[src/rtl/nap_pkg.sv]
// nap_pkg: shared definitions for the nap countdown timer.
//   - key codes for the '*' and '#' keys
//   - FSM state encoding (also driven out on state_o for debug/LEDs)
//   - BCD helpers used by the mm:ss counter
// Optional feature macro used by this design: NAP_SNOOZE_EN (see nap_countdown.sv).
package nap_pkg;

    localparam logic [3:0] KEY_STAR  = 4'hA;
    localparam logic [3:0] KEY_SHARP = 4'hB;

    typedef enum logic [2:0] {
        IDLE    = 3'd0,
        ENTRY   = 3'd1,
        RUN     = 3'd2,
        PAUSE   = 3'd3,
        EXPIRED = 3'd4
    } nap_state_t;

    // Decrement a two-digit BCD value. The ones digit borrows from the tens
    // digit (x0 -> (x-1)9). Callers never pass 00.
    function automatic logic [7:0] bcd_dec8(input logic [7:0] v);
        logic [7:0] r;
        if (v[3:0] == 4'h0) begin
            r = {v[7:4] - 4'h1, 4'h9};
        end else begin
            r = {v[7:4], v[3:0] - 4'h1};
        end
        return r;
    endfunction

    // Convert 0-99 to two BCD digits (used on parameters at elaboration).
    function automatic logic [7:0] bin_to_bcd8(input int unsigned v);
        return {4'((v / 32'd10) % 32'd10), 4'(v % 32'd10)};
    endfunction

endpackage

[src/rtl/nap_tick_gen.sv]
// nap_tick_gen: 1 s prescaler for the nap countdown timer.
//   Counts 0..CLK_HZ-1 while enabled; the wrap cycle raises tick.
// Ports:
//   clk   in  1  system clock
//   rst   in  1  synchronous active-high reset, clears the count
//   clr   in  1  clear the count (priority over en)
//   en    in  1  count enable; count holds when low
//   tick  out 1  high on the cycle the count wraps (combinational from count)
module nap_tick_gen #(
    parameter int CLK_HZ = 500000
) (
    input  logic clk,
    input  logic rst,
    input  logic clr,
    input  logic en,
    output logic tick
);

    localparam int CW = (CLK_HZ > 1) ? $clog2(CLK_HZ) : 1;
    localparam logic [CW-1:0] TC = CW'(CLK_HZ - 1);

    logic [CW-1:0] count;

    assign tick = en && (count == TC);

    always_ff @(posedge clk) begin
        if (rst) begin
            count <= '0;
        end else if (clr) begin
            count <= '0;
        end else if (en) begin
            count <= (count == TC) ? '0 : count + CW'(1);
        end
    end

endmodule

[src/rtl/nap_countdown.sv]
// nap_countdown: keypad-programmed nap countdown timer (mm:ss in BCD).
//   Enter 00-99 minutes, confirm with '#', count down once per second,
//   raise alarm_start at 00:00 until alarm_stop acknowledges it.
//   Optional snooze on '*' while expired: build with NAP_SNOOZE_EN defined.
// Interface semantics: key_valid is a one-cycle strobe with no back-pressure;
//   key_code is sampled only in the cycle key_valid is high and the effect
//   is visible on the registered outputs the following cycle.
// Ports:
//   clk          in  1  system clock
//   rst          in  1  synchronous active-high reset
//   key_valid    in  1  key strobe
//   key_code     in  4  0-9 digit, 4'hA='*', 4'hB='#', others ignored
//   alarm_stop   in  1  acknowledges the alarm (only meaningful in EXPIRED)
//   alarm_start  out 1  high while EXPIRED
//   min_bcd      out 8  minutes, two BCD digits
//   sec_bcd      out 8  seconds, two BCD digits
//   running      out 1  high in RUN only
//   state_o      out 3  current FSM state code
module nap_countdown #(
    parameter int CLK_HZ     = 500000,
    parameter int SNOOZE_MIN = 5
) (
    input  logic       clk,
    input  logic       rst,
    input  logic       key_valid,
    input  logic [3:0] key_code,
    input  logic       alarm_stop,
    output logic       alarm_start,
    output logic [7:0] min_bcd,
    output logic [7:0] sec_bcd,
    output logic       running,
    output logic [2:0] state_o
);

    import nap_pkg::*;

    if (SNOOZE_MIN < 1 || SNOOZE_MIN > 99) begin : g_bad_snooze
        $error("nap_countdown: SNOOZE_MIN must be 1-99");
    end
    if (CLK_HZ < 2) begin : g_bad_clk_hz
        $error("nap_countdown: CLK_HZ must be at least 2");
    end

`ifdef NAP_SNOOZE_EN
    localparam logic [7:0] SNOOZE_BCD = bin_to_bcd8(SNOOZE_MIN);
`endif

    nap_state_t state, state_n;
    logic [7:0] min_n, sec_n;
    logic       pre_clr;
    logic       tick;
    logic       is_digit, is_star, is_sharp;

    assign is_digit = key_valid && (key_code <= 4'd9);
    assign is_star  = key_valid && (key_code == KEY_STAR);
    assign is_sharp = key_valid && (key_code == KEY_SHARP);

    nap_tick_gen #(
        .CLK_HZ(CLK_HZ)
    ) u_tick (
        .clk  (clk),
        .rst  (rst),
        .clr  (pre_clr),
        .en   (state == RUN),
        .tick (tick)
    );

    always_comb begin
        state_n = state;
        min_n   = min_bcd;
        sec_n   = sec_bcd;
        pre_clr = 1'b0;
        case (state)
            IDLE: begin
                if (is_digit) begin
                    state_n = ENTRY;
                    min_n   = {4'h0, key_code};
                    sec_n   = 8'h00;
                end
            end
            ENTRY: begin
                if (is_digit) begin
                    // Shift in the new digit; the oldest digit falls off.
                    min_n = {min_bcd[3:0], key_code};
                end else if (is_star) begin
                    state_n = IDLE;
                    min_n   = 8'h00;
                    sec_n   = 8'h00;
                end else if (is_sharp && (min_bcd != 8'h00)) begin
                    state_n = RUN;
                    pre_clr = 1'b1;
                end
            end
            RUN: begin
                // Any key strobe takes the cycle; a coincident tick is lost.
                if (key_valid) begin
                    if (is_sharp) begin
                        state_n = PAUSE;
                    end else if (is_star) begin
                        state_n = IDLE;
                        min_n   = 8'h00;
                        sec_n   = 8'h00;
                    end
                end else if (tick) begin
                    if (sec_bcd != 8'h00) begin
                        sec_n = bcd_dec8(sec_bcd);
                    end else begin
                        sec_n = 8'h59;
                        min_n = bcd_dec8(min_bcd);
                    end
                    if ((min_n == 8'h00) && (sec_n == 8'h00)) begin
                        state_n = EXPIRED;
                    end
                end
            end
            PAUSE: begin
                // Prescaler is not cleared here, so it resumes mid-second.
                if (is_sharp) begin
                    state_n = RUN;
                end else if (is_star) begin
                    state_n = IDLE;
                    min_n   = 8'h00;
                    sec_n   = 8'h00;
                end
            end
            EXPIRED: begin
                if (alarm_stop) begin
                    state_n = IDLE;
                    min_n   = 8'h00;
                    sec_n   = 8'h00;
                end
`ifdef NAP_SNOOZE_EN
                else if (is_star) begin
                    state_n = RUN;
                    min_n   = SNOOZE_BCD;
                    sec_n   = 8'h00;
                    pre_clr = 1'b1;
                end
`endif
            end
            default: begin
                state_n = IDLE;
                min_n   = 8'h00;
                sec_n   = 8'h00;
            end
        endcase
    end

    always_ff @(posedge clk) begin
        if (rst) begin
            state       <= IDLE;
            min_bcd     <= 8'h00;
            sec_bcd     <= 8'h00;
            alarm_start <= 1'b0;
            running     <= 1'b0;
        end else begin
            state       <= state_n;
            min_bcd     <= min_n;
            sec_bcd     <= sec_n;
            alarm_start <= (state_n == EXPIRED);
            running     <= (state_n == RUN);
        end
    end

    assign state_o = state;

endmodule

[config.mk]
export PLATFORM = sky130hd
export DESIGN_NAME = nap_countdown
export DESIGN_NICKNAME = d
export VERILOG_FILES = /design/src/rtl/nap_pkg.sv /design/src/rtl/nap_tick_gen.sv /design/src/rtl/nap_countdown.sv
export SDC_FILE = /design/constraint.sdc
export NUM_CORES = 1
export LEC_CHECK = 0
export BUFFER_PORTS_ARGS = -buffer_cell sky130_fd_sc_hd__buf_2
export CORE_MARGIN = 2
export CORE_UTILIZATION = 40
export CTS_CLUSTER_DIAMETER = 150
export DETAILED_ROUTE_END_ITERATION = 6
export PLACE_DENSITY_LB_ADDON = 0.2
export SLEW_MARGIN = 20
export SYNTH_ARGS = -nofsm -noshare
export SYNTH_HDL_FRONTEND = slang
export SYNTH_HIERARCHICAL = 1
export SYNTH_SLANG_ARGS = --single-unit
[constraint.sdc]
create_clock -name clk -period 8.3 [get_ports clk]
set_input_delay 1.66 -clock clk [delete_from_list [all_inputs] [get_ports clk]]
set_output_delay 1.66 -clock clk [all_outputs]
set_load 0.05 [all_outputs]
==> results of run 1 <==
-- registers in the layout, indices dropped and copies added, names as in the netlist --
| signal | count |
|---|---|
| u_tick/count | 19 |
| alarm_start | 1 |
| running | 1 |
| sec_bcd | 8 |
| min_bcd | 8 |
| state_o | 3 |
-- cell families (layout without fill, tap and decap cells) --
group / Yosys count / after routing
AND/OR/NAND/NOR: 142 / 142
flip-flops: 40 / 40
AO/OA/AOI/OAI: 79 / 79
adder cells (fa/ha/maj): 6 / 6
buffers and inverters: 25 / 49
multiplexers: 2 / 2
XOR/XNOR: 17 / 17
-- cell type report --
type / count / area share [%]
clock buffer: 6 / 2.98
clock inverter: 2 / 0.542
inverter: 10 / 1.36
multi-input combinational: 246 / 56.9
sequential: 40 / 28.9
tap: 75 / 3.39
timing repair buffer: 31 / 5.87
-- power groups by stage --
stage | sequential (mW) | clock [mW] | combinational (mW)
6_report | 0.203 | 0.141 | 0.0775
5_1_grt | 0.203 | 0.150 | 0.0847
4_1_cts | 0.202 | 0.145 | 0.0770
3_5_place_dp | 0.207 | 0 | 0.0766
3_3_place_gp | 0.207 | 0 | 0.0775
2_1_floorplan | 0.213 | 0 | 0.0487
-- layout by cell type, fill, tap and decap left out, types with 4 or more instances in the layout --
master / synthesis / layout
a211oi_1: 6 / 6
ha_1: 6 / 6
clkbuf_8: 0 / 6
buf_2: 3 / 28
dfxtp_1: 40 / 40
a22oi_1: 7 / 7
inv_1: 10 / 10
nor3_1: 10 / 10
nand4_1: 12 / 12
nor2_1: 42 / 42
nand3_1: 14 / 14
xnor2_1: 10 / 10
o2bb2ai_1: 6 / 6
xor2_1: 7 / 7
nor4_1: 8 / 7
a21oi_1: 20 / 20
nand2_1: 18 / 18
o21ai_0: 16 / 16
nor3b_1: 4 / 4
or3_1: 5 / 5
-- cell usage after synthesis, drive strengths merged, types with 3 or more instances --
master	instances	area [µm²]
nor4	9	62.6
or4	3	26.3
dfxtp	40	801
buf	5	33.8
a31oi	3	18.8
and3	4	26.3
clkbuf	10	40.0
nand2	18	67.6
xnor2	10	87.6
inv	10	37.5
nand3	14	70.1
or3	6	42.5
a22oi	7	52.6
a21oi	21	109
nand4	14	100
a211oi	6	45.0
nor2	42	158
nor3	10	50.1
nor3b	4	30.0
xor2	7	61.3
o31ai	3	22.5
o2bb2ai	6	52.6
ha	6	75.1
o21ai	17	88.8
and2	3	20.0
-- metal layers --
metal,wire [µm],share of wire [%],track usage (%),vias to the layer above
met5,0,0,0,-
met4,155,2.5,7.21,0
met3,375,6.0,4.87,14
met2,2670,43,29.4,71
met1,3060,49,26.2,1119
li1,-,-,-,1207
-- through the flow --
| stage | cell area (µm²) | util [%] |
|---|---|---|
| floorplan | 2480 | - |
| global placement | 2670 | 44.9 |
| detailed placement | 2670 | 44.9 |
| CTS | 2770 | 46.5 |
| global route | 2770 | 46.5 |
| finish | 2770 | 46.5 |
-- tightest hold or removal path, cell delays in order, from the launching register on --
cell and delay [ns]:
dfxtp_1 0.33, o31ai_1 0.08, a21oi_2 0.05
-- worst min path at each step --
| stage | endpoint | slack [ns] | cells after the start |
|---|---|---|---|
| finish | u_tick/count[17] | 0.50 | 2 |
| global route | u_tick/count[17] | 0.52 | 2 |
| CTS | u_tick/count[17] | 0.50 | 2 |
| detailed placement | u_tick/count[17] | 0.48 | 2 |
| global placement | u_tick/count[18] | 0.47 | 2 |
| floorplan | u_tick/count[18] | 0.45 | 2 |
==> out/results.tsv, run 1 <==
metric	value	unit
Tcrit/Tclk final	45.2	%
VDD IR max	0.0690	mV
Crit path max-delay family	simple AND/OR/NAND/NOR gates	
via count	2411	
crit path max fanout	13	
power consumption	0.421	mW
Detail Placement HPWL	4.51	mm
setup repair bufs after CTS	0	
cells on worst reg2reg path	10	
final hold violation count	0	
Hold Path Origin	u_tick/count[17]	
Worst path depth	10	
area of the multi-input gates	0.00158	mm²
area grow syn2layout	11.5	%
CTS Hold Bufs	0	
Peak Freq	267	MHz
# IOs	29	
Hold WS	0.497	ns
status	finished, final reports clean	
sequential cell area	801	µm²
initial antenna violation count	0	
PwrDens	152	mW/mm²
Root Driver	clkbuf_8	
Port Buffers	28	
RePlAce Congestion	0.918	
Worst Setup End Kind	flip-flop	
Final Setup Violations	0	
Slew @ Worst Pin	1.02	ns
post-cts resize count	0	
CP Launch Point	state_o[1]	
Post-Synthesis Cells	311	
RSZ-0062 raised after global routing	no	
Initial Util	41.7	%
largest family of logic cells by synthesized area	simple AND/OR/NAND/NOR gates	
setup TNS	0	ns
Distinct cells, synth	61	
critical path class	flip-flop to flip-flop	
Synth Area in Compound Gates	22.0	%
ratio of cells with drive above 1 in the final layout	16.4	%
end point of the critical path	running	
Placed Cells	402	
Worst Path Arrival	3.94	ns
Worst Skew	0.00765	ns
clock sink count	40	
syn nets	325	
total CTS buffers	5	
final net count	348	
asr flop ratio synth	0	%
Seq cells post-synth	40	
Setup WS post-layout	4.55	ns
# rows	28	
Syn. warnings	6	
gr usage total	19.3	%
P_sw	0.133	mW
Worst-path clk slew	0.08	ns
CTS tree	done	
fin cells	410	
Switching Share	31.6	%
antenna fix cells	0	
post-route ant nets	0	
Post-Synth Adder-Cell Area	3.02	%
reg2reg start	state_o[1]	
Fillers	616	
GRT overflow	0	
RR Endpoint	running	
Final Slew Violations	0	
routed vias/inst	5.88	
post-synthesis mux area share	0.806	%
Residual DRC	0	
minimum clock period	3.75	ns
first-pass GRT wire length	10.3	mm
Slowest-stage cell, CP	dfxtp_1	
Startpoint Class	flip-flop	
combinational power share	18.4	%
syn avg cell area	7.98	µm²
Seq/Total Area, Yosys	32.3	%
Top cell by count, worst path	nor2_1	
cell area after synthesis	0.00248	mm²
core footprint	0.00596	mm²
initial drt markers	172	
Max-cap violations	0	
clock latency on the worst-skew pair	0.30	ns
Simple-Gate Fraction of Synth Area	31.5	%
dpl ws	4.59	ns
Reg2Reg Setup Slack	4.55	ns
internal power	0.288	mW
First-pass DRT Iterations	4	
clock power share	33.4	%
largest net degree at the start of global routing	21	
number of flops mapped to enable cells by yosys	0	
CTS H-tree lvls	2	
vias in the first global route	2091	
Req. time, crit path	8.49	ns
deepest clock path buffer count	2	
Post-Synth XOR/XNOR Area	6.00	%
die width	82.8	µm
Rel. slew slack	31.5	%
wire per inst	15.3	µm
crit path buf inv count	0	
Flop pwr share	48.1	%
leak pwr	1.00	nW
WL final	6.27	mm
Main synth FF type	dfxtp_1	
die area	0.00685	mm²
Die H	82.8	µm
cells along the critical path	nand2b_1 > nor2_1 > and4_1 > nand4_1 > nor2_1 > nor4bb_1 > o211ai_1 > a2111oi_4 > nor4_1 > or3_1	
max incr delay on CP	0.58	ns
Worst Hold Class	flip-flop to flip-flop	
Power figures use the tool's default switching activity.
==> run 2, diff against run 1 <==
==> constraint.sdc (replaced) <==
create_clock -name clk -period 3.05 [get_ports clk]
set_input_delay 0.61 -clock clk [delete_from_list [all_inputs] [get_ports clk]]
set_output_delay 0.61 -clock clk [all_outputs]
set_load 0.05 [all_outputs]
==> run 2 against run 1 <==
Effect of this change:
- sequential share of layout area fell by 0.89 points
- clock power rose to 3.3 times the previous value
- clock skew rose by 0.0041 ns
- combinational power rose to 2.9 times the previous value
- global-route usage rose by 0.84 points
- critical path depth did not move
- critical endpoint unchanged
- critical path type unchanged
==> out/results.tsv, run 2 (same netlist as run 1, synthesis figures left out) <==
metric	value	unit
antenna fix cells	0	
die area	0.00685	mm²
PwrDens	434	mW/mm²
Placed Cells	411	
initial drt markers	209	
vias in the first global route	2200	
Port Buffers	28	
grt met2 use	29.6	%
via count	2500	
Worst Hold Endpoint	u_tick/count[18]	
RePlAce Congestion	0.853	
Final Setup Violations	0	
GR peak layer	met2	
Worst Skew	0.0117	ns
Max-cap violations	0	
Rel. slew slack	31.1	%
P_sw	0.367	mW
# IOs	29	
VDD IR max	0.167	mV
sequential cell area	803	µm²
first-pass GRT wire length	10.6	mm
area grow syn2layout	15.4	%
Slowest-stage cell, CP	dfxtp_2	
clock power share	37.9	%
Slew @ Worst Pin	1.02	ns
Root Driver	clkbuf_8	
minimum clock period	2.75	ns
Peak Freq	364	MHz
GRT overflow	0	
CTS tree	done	
cells on worst reg2reg path	10	
crit path max fanout	13	
Residual DRC	0	
leak pwr	1.07	nW
gr usage total	20.1	%
status	finished, final reports clean	
Final Slew Violations	0	
deepest clock path buffer count	2	
Hold Path Origin	u_tick/count[18]	
Detail Placement HPWL	4.79	mm
total CTS buffers	5	
placed inst area	0.00274	mm²
number of flip-flops in the largest register	19	
RR Endpoint	running	
First-pass DRT Iterations	4	
CTS Hold Bufs	0	
max incr delay on CP	0.47	ns
Switching Share	29.5	%
Worst-path clk slew	0.08	ns
M3 GR Usage	4.76	%
final hold violation count	0	
die width	82.8	µm
ratio of cells with drive above 1 in the final layout	19.5	%
Req. time, crit path	3.25	ns
M1 GR Usage	28.4	%
setup TNS	0	ns
Initial Util	41.7	%
area of the multi-input gates	0.00158	mm²
setup repair bufs after CTS	0	
fin cells	419	
clock latency on the worst-skew pair	0.30	ns
routed vias/inst	5.97	
hold depth	2	
Top reg by flops	u_tick/count	
cells along the critical path	nand2b_1 > nor2_1 > and4_1 > nand4_1 > nor2_2 > nor4bb_1 > o211ai_1 > a2111oi_4 > nor4_1 > or3_1	
Reg2Reg Setup Slack	0.30	ns
final instance area	0.00287	mm²
Worst Hold Class	flip-flop to flip-flop	
critical path class	flip-flop to flip-flop	
WL final	6.47	mm
CTS H-tree lvls	2	
Fillers	617	
post-route ant nets	0	
commonest non-fill, non-tap cell in the layout	nor2_1	
# rows	28	
Startpoint Class	flip-flop	
core footprint	0.00596	mm²
Worst Path Arrival	2.94	ns
wire per inst	15.4	µm
Flop pwr share	43.9	%
combinational power share	18.2	%
final net count	357	
Worst Setup End Kind	flip-flop	
commonest cells after routing, fill and taps aside	nor2_1, dfxtp_1, buf_2	
largest net degree at the start of global routing	21	
Die H	82.8	µm
RSZ-0062 raised after global routing	no	
internal power	0.876	mW
post-cts resize count	0	
Tcrit/Tclk final	90.1	%
reg2reg start	state_o[1]	
clock sink count	40	
Largest regs	u_tick/count: 19 flops, min_bcd: 8 flops, sec_bcd: 8 flops	
initial antenna violation count	0	
-- run 2: power groups by stage --
stage | logic [mW] | registers (mW) | clock network (mW)
finish | 0.226 | 0.545 | 0.471
global route | 0.244 | 0.547 | 0.507
CTS | 0.225 | 0.545 | 0.486
detailed placement | 0.223 | 0.557 | 0
global placement | 0.224 | 0.558 | 0
floorplan | 0.133 | 0.580 | 0
-- run 2: area by class of cell --
class | count | area share [%]
multi-input cells | 246 | 55.1
flip-flops and latches | 40 | 28.0
repair buffers | 40 | 8.03
well taps | 75 | 3.28
clock buffers | 6 | 2.88
clock inverters | 2 | 1.35
inverters | 10 | 1.31
-- run 2: worst max-delay path, delay by kind of cell, from the launching register on --
kind             cells  cell delay (ns)
AO/OA/AOI/OAI        2             0.56
flip-flops           1             0.47
AND/OR/NAND/NOR      8             1.60
-- run 2: metrics by stage --
stage | utilization, % | hold slack (ns) | total power, mW | setup WS (ns)
floorplan | - | 0.454 | 0.713 | 0.0836
detailed placement | 46.1 | 0.482 | 0.781 | 0.289
finish | 48.1 | 0.497 | 1.24 | 0.303
CTS | 48.1 | 0.499 | 1.26 | 0.277
global route | 48.1 | 0.536 | 1.30 | 0.0108
global placement | 46.1 | 0.471 | 0.781 | 0.416
-- run 2: how the worst max path moves through the flow --
stage / slack (ns) / start / endpoint
6_report: 0.30 / state_o[1] / running
3_3_place_gp: 0.42 / state_o[1] / running
4_1_cts: 0.28 / state_o[1] / running
3_5_place_dp: 0.29 / state_o[1] / running
5_1_grt: 0.01 / state_o[1] / running
2_1_floorplan: 0.08 / state_o[1] / running
-- run 2: routing by layer --
metal  part of all wire (%)  wire length (µm)
met5                      0                 0
met4                    2.0               132
met3                    6.6               427
met2                     44              2880
met1                     47              3030
==> run 3, diff against run 2 <==
--- a/config.mk
+++ b/config.mk
@@ -6,11 +6,14 @@
 export NUM_CORES = 1
 export LEC_CHECK = 0
 export BUFFER_PORTS_ARGS = -buffer_cell sky130_fd_sc_hd__buf_2
+export CELL_PAD_IN_SITES_DETAIL_PLACEMENT = 1
+export CELL_PAD_IN_SITES_GLOBAL_PLACEMENT = 2
 export CORE_MARGIN = 2
-export CORE_UTILIZATION = 40
+export CORE_UTILIZATION = 31
 export CTS_CLUSTER_DIAMETER = 150
 export DETAILED_ROUTE_END_ITERATION = 6
-export PLACE_DENSITY_LB_ADDON = 0.2
+export PLACE_DENSITY = 0.77
+export REMOVE_ABC_BUFFERS = 1
 export SLEW_MARGIN = 20
 export SYNTH_ARGS = -nofsm -noshare
 export SYNTH_HDL_FRONTEND = slang
==> run 3 against run 2 <==
Effect of this change:
- first-iteration DRC count shrank 56%
- cell count rose by 6.9%
- maximum frequency grew 2.7%
- critical endpoint unchanged
- sequential cell count did not move
==> out/results.tsv, run 3 (same netlist as run 1, synthesis figures left out) <==
metric	value	unit
clock sink count	40	
critical path class	flip-flop to flip-flop	
dpl ws	0.364	ns
Top cell by count, worst path	nor2_1	
Initial Util	32.1	%
Worst Hold Class	flip-flop to flip-flop	
Residual DRC	0	
RSZ-0062 raised after global routing	no	
final net count	360	
die width	93.5	µm
post-route ant nets	0	
area grow syn2layout	17.8	%
area of the multi-input gates	0.00158	mm²
cells along the critical path	nand2b_1 > nor2_1 > and4_1 > nand4_1 > nor2_1 > nor4bb_1 > o211ai_1 > a2111oi_4 > nor4_1 > or3_1	
Root Driver	clkbuf_8	
WL final	7.50	mm
antenna fix cells	0	
# IOs	29	
commonest non-fill, non-tap cell in the layout	nor2_1	
crit path max fanout	4	
leak pwr	1.09	nW
Slowest-stage cell, CP	a2111oi_4	
die area	0.00874	mm²
Detail Placement HPWL	5.59	mm
Worst-path clk slew	0.08	ns
clock latency on the worst-skew pair	0.29	ns
sequential cell area	801	µm²
CTS Hold Bufs	0	
Die H	93.5	µm
VDD IR max	0.171	mV
status	finished, final reports clean	
Startpoint Class	flip-flop	
Top reg by flops	u_tick/count	
routed vias/inst	5.48	
Worst Setup End Kind	flip-flop	
Rel. slew slack	32.8	%
Peak Freq	374	MHz
deepest clock path buffer count	2	
first-pass GRT wire length	12.4	mm
setup repair bufs after CTS	0	
PwrDens	443	mW/mm²
Final Slew Violations	0	
RePlAce Congestion	0.852	
Fillers	972	
core footprint	0.00773	mm²
First-pass DRT Iterations	4	
GRT overflow	0	
Setup WS post-layout	0.376	ns
initial antenna violation count	0	
initial drt markers	91	
number of flip-flops in the largest register	19	
Final Setup Violations	0	
final hold violation count	0	
largest net degree at the start of global routing	21	
Tcrit/Tclk final	87.7	%
# rows	32	
CTS H-tree lvls	2	
Port Buffers	28	
Req. time, crit path	3.23	ns
total CTS buffers	5	
Largest regs	u_tick/count: 19 flops, min_bcd: 8 flops, sec_bcd: 8 flops	
wire per inst	16.7	µm
gr usage total	17.8	%
final core occ	37.8	%
ratio of cells with drive above 1 in the final layout	19.1	%
Worst Path Arrival	2.86	ns
CTS tree	done	
Max-cap violations	0	
commonest cells after routing, fill and taps aside	nor2_1, dfxtp_1, buf_2	
Slew @ Worst Pin	1.00	ns
via count	2453	
max incr delay on CP	0.42	ns
post-cts resize count	0	
Worst Skew	0.00332	ns
vias in the first global route	2389	
minimum clock period	2.67	ns
[run 3: stage by stage]
stage                     total power [mW]  cells  hold slack (ns)  area (µm²)  TNS, ns
after floorplan                      0.705    296            0.454        2410    -1.37
after global placement               0.788    441            0.478        2800        0
after detailed placement             0.786    441            0.485        2800        0
after CTS                             1.31    448            0.498        2920        0
after global routing                  1.35    448            0.529        2920        0
final                                 1.30    448            0.499        2920        0
[run 3: where the power goes]
part | internal [mW] | leakage, nW | switching [mW] | total (mW)
sequential | 0.530 | 0.323 | 0.0145 | 0.545
clock | 0.322 | 0.0642 | 0.196 | 0.518
combinational | 0.0770 | 0.700 | 0.156 | 0.233
total | 0.930 | 1.09 | 0.366 | 1.30
[run 3: layer usage]
metal	global-route usage (%)	part of all wire [%]	up-vias
li1	-	-	1229
met1	26.0	50	1185
met2	26.5	45	33
met3	3.55	3.9	6
met4	4.78	0.79	0
met5	0	0	-
[run 3: final cells by class]
class / instances / share of cell area [%]
multi-input combinational: 246 / 53.9
clock inverter: 2 / 2.05
timing repair buffer: 43 / 8.64
tap: 102 / 4.36
inverter: 10 / 1.28
clock buffer: 5 / 2.35
sequential: 40 / 27.4
[run 3: worst max-delay path: cells and delay by family (launching register included)]
| kind | cells | cell delay (ns) |
|---|---|---|
| and+or+nand+nor | 8 | 1.66 |
| DFF | 1 | 0.31 |
| AOI/OAI and AO/OA | 2 | 0.59 |
[run 3: final timing paths]
path         slack (ns)                to              from  cells after the start
min                0.50  u_tick/count[18]  u_tick/count[18]                      2
min reg2reg        0.50  u_tick/count[18]  u_tick/count[18]                      2
max reg2reg        0.38           running        state_o[2]                     10
max                0.38           running        state_o[2]                     10
